File: src/rtl/store_encoder_if.sv
// Store encoder bus bundle: request side (execute stage) plus memory write port.
// master = the requester/memory environment, slave = the store encoder.
interface store_encoder_if #(
    parameter int unsigned ADDR_W = 32
) ();
    // Request side
    logic              req_valid;
    logic              req_ready;
    logic [ADDR_W-1:0] req_addr;
    logic [31:0]       req_data;
    logic              sb;
    logic              sh;
    logic              sw;
    // Memory write port
    logic              mem_valid;
    logic              mem_ready;
    logic [ADDR_W-1:0] mem_addr;
    logic [31:0]       mem_wdata;
    logic [3:0]        mem_we;
    // Status pulses
    logic              done;
    logic              err;

    modport master (
        output req_valid, req_addr, req_data, sb, sh, sw, mem_ready,
        input  req_ready, mem_valid, mem_addr, mem_wdata, mem_we, done, err
    );

    modport slave (
        input  req_valid, req_addr, req_data, sb, sh, sw, mem_ready,
        output req_ready, mem_valid, mem_addr, mem_wdata, mem_we, done, err
    );
endinterface

File: src/rtl/store_encoder.sv
// Store encoder: turns a right-justified store request into word-aligned write beats
// with lane-shifted data and byte enables.
// Optional macro MISALIGN_SPLIT_EN: accept misaligned stores, splitting word-crossing
// ones into two beats. Without it, misaligned sh/sw are rejected with an err pulse.
module store_encoder #(
    parameter int unsigned ADDR_W = 32
) (
    input logic            clk,
    input logic            rst_n,
    store_encoder_if.slave bus
);

`ifdef MISALIGN_SPLIT_EN
    // Two words of lanes so a crossing store can be shifted in one go.
    localparam int unsigned Lanes = 8;
`else
    localparam int unsigned Lanes = 4;
`endif

    localparam logic [1:0] StIdle  = 2'd0;
    localparam logic [1:0] StBeat0 = 2'd1;
`ifdef MISALIGN_SPLIT_EN
    localparam logic [1:0] StBeat1 = 2'd2;
`endif

    logic [1:0]         state_q, state_d;
    logic [ADDR_W-1:0]  addr_q, addr_d;
    logic [8*Lanes-1:0] data_q, data_d;
    logic [Lanes-1:0]   we_q, we_d;
    logic               done_q, done_d;
    logic               err_q, err_d;

    logic [1:0]         off;
    logic [3:0]         size_mask;
    logic               onehot;
    logic               legal;
    logic [31:0]        data_masked;
    logic [Lanes-1:0]   we_ext, we_shift;
    logic [8*Lanes-1:0] data_ext, data_shift;

    // Decode the request: size, legality, and lane-positioned data/enables.
    always_comb begin
        off       = bus.req_addr[1:0];
        onehot    = 1'b0;
        size_mask = 4'b0000;
        case ({bus.sb, bus.sh, bus.sw})
            3'b100:  begin onehot = 1'b1; size_mask = 4'b0001; end
            3'b010:  begin onehot = 1'b1; size_mask = 4'b0011; end
            3'b001:  begin onehot = 1'b1; size_mask = 4'b1111; end
            default: begin onehot = 1'b0; size_mask = 4'b0000; end
        endcase
`ifdef MISALIGN_SPLIT_EN
        legal = onehot;
`else
        legal = onehot && !(bus.sh && off[0]) && !(bus.sw && (off != 2'b00));
`endif
        // Drop data bits beyond the store size so unused lanes stay zero.
        data_masked = bus.req_data & {{8{size_mask[3]}}, {8{size_mask[2]}},
                                      {8{size_mask[1]}}, {8{size_mask[0]}}};
        we_ext        = '0;
        we_ext[3:0]   = size_mask;
        we_shift      = we_ext << off;
        data_ext      = '0;
        data_ext[31:0] = data_masked;
        data_shift    = data_ext << {off, 3'b000};
    end

    // Next-state: capture on accept, advance beats on memory handshake.
    always_comb begin
        state_d = state_q;
        addr_d  = addr_q;
        data_d  = data_q;
        we_d    = we_q;
        done_d  = 1'b0;
        err_d   = 1'b0;
        case (state_q)
            StIdle: begin
                if (bus.req_valid) begin
                    if (legal) begin
                        state_d = StBeat0;
                        addr_d  = {bus.req_addr[ADDR_W-1:2], 2'b00};
                        data_d  = data_shift;
                        we_d    = we_shift;
                    end else begin
                        err_d = 1'b1;
                    end
                end
            end
            StBeat0: begin
                if (bus.mem_ready) begin
`ifdef MISALIGN_SPLIT_EN
                    if (|we_q[7:4]) begin
                        state_d = StBeat1;
                    end else begin
                        state_d = StIdle;
                        done_d  = 1'b1;
                    end
`else
                    state_d = StIdle;
                    done_d  = 1'b1;
`endif
                end
            end
`ifdef MISALIGN_SPLIT_EN
            StBeat1: begin
                if (bus.mem_ready) begin
                    state_d = StIdle;
                    done_d  = 1'b1;
                end
            end
`endif
            default: state_d = StIdle;
        endcase
    end

    // State registers; reset aborts any in-flight store.
    always_ff @(posedge clk or negedge rst_n) begin
        if (!rst_n) begin
            state_q <= StIdle;
            addr_q  <= '0;
            data_q  <= '0;
            we_q    <= '0;
            done_q  <= 1'b0;
            err_q   <= 1'b0;
        end else begin
            state_q <= state_d;
            addr_q  <= addr_d;
            data_q  <= data_d;
            we_q    <= we_d;
            done_q  <= done_d;
            err_q   <= err_d;
        end
    end

    // Outputs: beat fields are zero whenever no beat is presented.
    always_comb begin
        bus.req_ready = rst_n && (state_q == StIdle);
        bus.mem_valid = (state_q != StIdle);
        bus.mem_addr  = '0;
        bus.mem_wdata = '0;
        bus.mem_we    = '0;
        if (state_q == StBeat0) begin
            bus.mem_addr  = addr_q;
            bus.mem_wdata = data_q[31:0];
            bus.mem_we    = we_q[3:0];
        end
`ifdef MISALIGN_SPLIT_EN
        if (state_q == StBeat1) begin
            bus.mem_addr  = addr_q + ADDR_W'(4);
            bus.mem_wdata = data_q[63:32];
            bus.mem_we    = we_q[7:4];
        end
`endif
        bus.done = done_q;
        bus.err  = err_q;
    end

endmodule

File: src/flat_wrapper.sv
// flat-port wrapper written by rule: the top's interface ports become plain ports
module store_encoder_flat 
#(
    parameter int unsigned ADDR_W = 32
)
  (clk, rst_n, bus_req_valid, bus_req_addr, bus_req_data, bus_sb, bus_sh, bus_sw, bus_mem_ready, bus_req_ready, bus_mem_valid, bus_mem_addr, bus_mem_wdata, bus_mem_we, bus_done, bus_err);
  store_encoder_if #(.ADDR_W(ADDR_W)) bus_i ();
  input logic clk;
  input logic rst_n;
  input wire logic [$bits(bus_i.req_valid)-1:0] bus_req_valid;
  input wire logic [$bits(bus_i.req_addr)-1:0] bus_req_addr;
  input wire logic [$bits(bus_i.req_data)-1:0] bus_req_data;
  input wire logic [$bits(bus_i.sb)-1:0] bus_sb;
  input wire logic [$bits(bus_i.sh)-1:0] bus_sh;
  input wire logic [$bits(bus_i.sw)-1:0] bus_sw;
  input wire logic [$bits(bus_i.mem_ready)-1:0] bus_mem_ready;
  output wire logic [$bits(bus_i.req_ready)-1:0] bus_req_ready;
  output wire logic [$bits(bus_i.mem_valid)-1:0] bus_mem_valid;
  output wire logic [$bits(bus_i.mem_addr)-1:0] bus_mem_addr;
  output wire logic [$bits(bus_i.mem_wdata)-1:0] bus_mem_wdata;
  output wire logic [$bits(bus_i.mem_we)-1:0] bus_mem_we;
  output wire logic [$bits(bus_i.done)-1:0] bus_done;
  output wire logic [$bits(bus_i.err)-1:0] bus_err;
  assign bus_i.req_valid = bus_req_valid;
  assign bus_i.req_addr = bus_req_addr;
  assign bus_i.req_data = bus_req_data;
  assign bus_i.sb = bus_sb;
  assign bus_i.sh = bus_sh;
  assign bus_i.sw = bus_sw;
  assign bus_i.mem_ready = bus_mem_ready;
  assign bus_req_ready = bus_i.req_ready;
  assign bus_mem_valid = bus_i.mem_valid;
  assign bus_mem_addr = bus_i.mem_addr;
  assign bus_mem_wdata = bus_i.mem_wdata;
  assign bus_mem_we = bus_i.mem_we;
  assign bus_done = bus_i.done;
  assign bus_err = bus_i.err;
  store_encoder #(.ADDR_W(ADDR_W)) u_core (.clk(clk), .rst_n(rst_n), .bus(bus_i));
endmodule
File: config.mk
export PLATFORM = sky130hd
export DESIGN_NAME = store_encoder_flat
export DESIGN_NICKNAME = d
export VERILOG_FILES = /design/src/rtl/store_encoder_if.sv /design/src/rtl/store_encoder.sv /design/src/flat_wrapper.sv
export SDC_FILE = /design/constraint.sdc
export NUM_CORES = 1
export LEC_CHECK = 0
export CAP_MARGIN = 40
export CORE_MARGIN = 10
export CORE_UTILIZATION = 41
export DETAILED_ROUTE_END_ITERATION = 10
export PLACE_DENSITY = 0.78
export SLEW_MARGIN = 30
export SYNTH_ARGS = -nofsm -noshare
export SYNTH_HDL_FRONTEND = slang
export SYNTH_SLANG_ARGS = --single-unit
File: constraint.sdc
create_clock -name clk -period 1.4 [get_ports clk]
set_input_delay 0.28 -clock clk [delete_from_list [all_inputs] [get_ports clk]]
set_output_delay 0.28 -clock clk [all_outputs]
set_load 0.03 [all_outputs]
# [Word-level counts from Yosys, hierarchy flattened]
# Cells that the tools add are included.
[op_classes] bitwise_logic=1 n_shift=2 n_reduce_logical=13 muxes=14 eq_ne=7
[op_table] operator="two-way mux 32 bit" n=2
[op_table] operator="AND 32 bit" n=1
[op_table] operator="left shift 32 x 5 -> 32 bit" n=1
[op_table] operator="one-hot mux 4 bit (3 select lines)" n=1
[op_table] operator="two-way mux 1 bit" n=6
[op_table] operator="two-way mux 2 bit" n=3
[op_table] operator="AND reduction 3 bit" n=2
[op_table] operator="logical AND 1 bit" n=5
[op_table] operator="two-way mux 4 bit" n=1
[op_table] operator="!= test 2 bit (second input constant)" n=2
[op_table] operator="one-hot mux 2 bit (2 select lines)" n=1
[op_table] operator="nonzero test 2 bit" n=2
[op_table] operator="left shift 4 x 2 -> 4 bit" n=1
[op_table] operator="equality test 3 x 1 -> 1 bit (second input constant)" n=1
[op_table] operator="equality test 3 x 2 -> 1 bit (second input constant)" n=1
[op_table] operator="equality test 3 bit (second input constant)" n=1
[op_table] operator="OR reduction 3 bit" n=1
[op_table] operator="equality test 2 x 1 -> 1 bit (second input constant)" n=1
[op_table] operator="zero test 1 bit" n=2
[op_table] operator="zero test 2 bit" n=1
[op_table] operator="!= test 2 x 1 -> 1 bit (second input constant)" n=1
[word_totals] out_inout_bits=72 register_bits=70 inputBits=71

# [Logic depth before layout (Yosys ltp)]
[logic_depth] depth_word=8 ltp_mapped=8 depth_no_buf=4

# [Least setup slack after synthesis]
# No wires, ideal clock.
[synth_timing] path_type="input -> register" startpoint="in bus_req_addr[0]" endpoint="reg u_core.addr_q[10]" path_buffers=3 setup_slack_ns=-0.310 setup_time_ns=0.125 arrival_time_ns=1.585 path_stages=7 path_cell_list="buf_2 nor4b_1 a211o_1 and2_1 buf_2 buf_6 mux2_4"
[synth_via] elab_chain_cells=5 elab_cells_between_ends=8
[synth_lines] item="from (decl)" line_no="flat_wrapper.sv:11" rtl="input wire logic [$bits(bus_i.req_addr)-1:0] bus_req_addr;"
[synth_lines] item="nonzero test 2 bit / logical AND 1 bit (equally long branches)" line_no="store_encoder.sv:55" rtl="legal = onehot && !(bus.sh && off[0]) && !(bus.sw && (off != 2'b00));"
[synth_lines] item="logical AND 1 bit / zero test 1 bit (equally long branches)" line_no="store_encoder.sv:55"
[synth_lines] item="zero test 1 bit / logical AND 1 bit (equally long branches)" line_no="store_encoder.sv:55"
[synth_lines] item="logical AND 1 bit (*)" line_no="store_encoder.sv:55"
[synth_lines] item="AND reduction 3 bit (no line) (*)"
[synth_lines] item="to (signal assigned)" line_no="store_encoder.sv:127" rtl="addr_q <= addr_d;"
[synth_lines] item="to (decl)" line_no="store_encoder.sv:27" rtl="logic [ADDR_W-1:0] addr_q, addr_d;"
# Mark *: on every way between the ends. The rest lies on a longest branch, timed or not.
# A chain may end at the register's enable or synchronous reset.

# [Worst setup path in the final report]
[layout_timing] startpoint="reg u_core.state_q[0]" endpoint="reg u_core.addr_q[31]"
[layout_via] elab_chain_cells=2
[layout_lines] item="from (decl)" line_no="store_encoder.sv:26" rtl="logic [1:0] state_q, state_d;"
[layout_lines] item="from (signal assigned)" line_no="store_encoder.sv:119" rtl="state_q <= StIdle;"
[layout_lines] item="from (signal assigned)" line_no="store_encoder.sv:126" rtl="state_q <= state_d;"
[layout_lines] item="zero test 2 bit" line_no="store_encoder.sv:76" rtl="case (state_q)"
[layout_lines] item="AND reduction 3 bit (no line)"
# Every way passes these cells.

==> flow_summary_export.csv <==
group,metric,value,unit
final_layout,drive_above_1_share,43.73,%
cts,htree_levels,3,
route,via_per_inst,5.460,
timing,hold_slack,-18.81,ps
setup_path,cpPeakStageDelay,490,ps
yosys,yosys.cell_types.count,41,
run_status,violations,"negative hold slack, negative setup slack",
timing,slew_viol_final,0,
timing,timing.final.crit_period,1651,ps
grt,antenna_found_initial,0,
setup_path,cp_max_fo,7,
route,wl,14000,µm
place,placed_cell_area,5620,µm²
timing,hold_violations,13,
setup_path,cp_data_required_time,1630,ps
worst_hold_path,hp-class,"primary input to asynchronous set/reset pin",
floorplan,die_height,116.9,µm
timing,layout_setup_ws,-251.1,ps
timing,skew,8.844,ps
grt,grt_overflow,0,
yosys,synth_edf_count,0,
timing,fin_crit_sh,117.9,%
yosys,async_flop_share,100.0,%
floorplan,coreArea,9196,µm²
yosys,synth_compound_area_share,15.03,%
route,wl_per_cell,21.97,µm
yosys,synthMuxAreaShare,17.76,%
route,drtPass1Iterations,5,
yosys,synth_top_family_by_area,"multiplexers",
route,dr_total_vias,3478,
final_layout,antenna_cells,0,
place,io_buffers,140,
route,ant_nets,0,
timing,max_freq,605.7,MHz
timing,setup_viol,135,
floorplan,dieWidth,116.9,µm
timing,setup_tns,-25020,ps
floorplan,dieArea,13660,µm²
final_layout,layout_common_cells,"68 x dfrtp_1, 63 x clkdlybuf4s50_1, 54 x buf_6",
setup_path,rr_worst_depth,6,
setup_path,cp_cell_sequence,"nor2b_2 -> and2_4 -> buf_12 -> buf_12 -> buf_16 -> mux2_4",
setup_path,cp-start-kind,"flop",
place,gp_congestion,0.9388,
floorplan,start_util,41.82,%
run_status,status,"finished with violations",
cts,cts_sinks,69,
cts,cts_buffers,9,
yosys,synthXorXnorAreaFrac,0.2277,%
setup_path,path_common_cell,"buf_12",
yosys,netlist_area,3846,µm²
yosys,syn_area_per_cell,11.31,µm²
power_and_ir_drop,p_leak,2.944,nW
cts,cts_tree,"yes",
cts,clk_latency,350,ps
yosys,synthAdderAreaFrac,0,%
yosys,yosysSeqAreaShare,44.89,%
power_and_ir_drop,p_per_area,1087,nW/µm²
yosys,yosys_warnings,0,
flow_run,drv_cap,0,
grt,grt_start_max_net_pins,70,
yosys,synth.ff_latch_count,69,
power_and_ir_drop,fin_total_pwr,0.007239,W
yosys,yosys.area_share.simple,16.98,%
final_layout,fin_util,72.41,%
final_layout,post-route-cell-area,6659,µm²
floorplan,io_pins,143,
timing,rsz0062_at_grt,"true",
floorplan,fp-row-count,35,
setup_path,endpoint_kind,"flop",
power_and_ir_drop,ir_drop,0.6010,mV
route,drc,0,
yosys,synth_ff_type,"dfrtp_1",
final_layout,fin_nets,592,
grt,grt_util_all_layers,19.74,%
setup_path,critPathSlowestCell,"dfrtp_2",
grt,grt_pass1_vias,3756,
final_layout,area_growth,73.13,%
final_layout,final_common_cell,"dfrtp_1",
route,dr.first_iter.drc_count,343,
cts,cts_root_buf,"clkbuf_8",
cts,path_clk_slew,80,ps
cts,cts_buffer_depth,2,
yosys,synthCells,340,
setup_path,worst-setup-path-type,"flop to flop",
place,dp_hpwl,9516,µm
setup_path,crit_arrival,1880,ps
grt,grt_first_pass_wirelength,20970,µm
timing repair:
item                       4_1_cts  5_1_grt
setup endpoints to repair      137      136
buffers inserted                16        0
hold buffers                     0        0
pin swaps                       15        1
gates cloned                     7        1
gates resized for setup        125       21
path summary, 6_finish.rpt:
check                      slack (ps)              start                 to
max                              -250  u_core.state_q[0]  u_core.addr_q[31]
min reg2reg                       480     u_core.we_q[0]     u_core.we_q[0]
max in group asynchronous        1070              rst_n  u_core.state_q[0]
min                               -20              rst_n  u_core.data_q[12]
min in group clk                  390             bus_sb     u_core.we_q[3]
max reg2reg                      -250  u_core.state_q[0]  u_core.addr_q[31]
stage by stage:
step	cells	setup WS, ps	hold WS (ps)
final	637	-251.1	-18.81
after global routing	637	-285.3	-0.9701
after CTS	636	-223.1	14.53
after detailed placement	599	-855.6	392.8
after global placement	599	-796.6	383.0
after floorplan	341	-257.6	-15.59
power breakdown:
part / total (W) / switching [W] / leakage, nW / internal (W)
registers: 0.00276 / 0.000299 / 0.858 / 0.00247
logic: 0.00242 / 0.00103 / 1.97 / 0.00138
clock network: 0.00206 / 0.000817 / 0.120 / 0.00124
Yosys cell counts, types with 2 or more instances:
cell,instances,share of area [%]
dfrtp_1,69,45
a22oi_1,3,0.59
a31oi_1,11,1.8
buf_6,6,1.8
nor3b_2,2,0.65
nor2_1,7,0.68
a21oi_1,21,2.7
mux2_2,2,0.59
nand2_1,5,0.49
buf_2,9,1.2
mux2i_1,9,2.3
mux2_4,38,15
and2_1,69,11
clkbuf_1,12,1.2
nor2b_1,5,0.81
a222oi_1,5,1.3
o2bb2ai_1,13,3.0
inv_1,2,0.20
nand2b_1,3,0.49
a22o_1,9,2.0
nor4b_1,2,0.46
a32oi_1,8,1.8
buf_4,2,0.39
buf_1,2,0.20
nor3_1,9,1.2
o21ai_0,2,0.26
area by class of cell:
class / instances / area [µm²]
clock buffers: 11 / 141.4
clock inverters: 5 / 106.4
fillers: 617 / 2537
inverters: 2 / 7.507
multi-input cells: 238 / 2137
flip-flops and latches: 69 / 1728
well taps: 111 / 138.9
repair buffers: 201 / 2400
worst max-delay path: cells and delay by family, from the launching register on:
kind	cells	cell delay, ps
and+or+nand+nor	2	390
muxes	1	290
DFF	1	490
buffers and inverters	3	360
metal layers:
metal | routed length, µm | global-route usage [%]
met3 | 1098 | 4.893
met5 | 0 | 0
met1 | 5864 | 23.54
met2 | 6879 | 34.50
met4 | 154 | 5.437
kinds of logic after synthesis:
family,count (synthesis)
multiplexers,49
XOR/XNOR,1
AO/OA/AOI/OAI,79
other,1
flip-flops,69
buffers and inverters,34
AND/OR/NAND/NOR,107
sequential cells by signal, summed over array words and instances (netlist names):
signal / flops
u_core.state_q: 1
u_core.data_q: 32
u_core.bus.err: 1
u_core.we_q: 4
u_core.addr_q: 30
u_core.bus.done: 1
No activity file was read; power rests on OpenSTA's default activity.
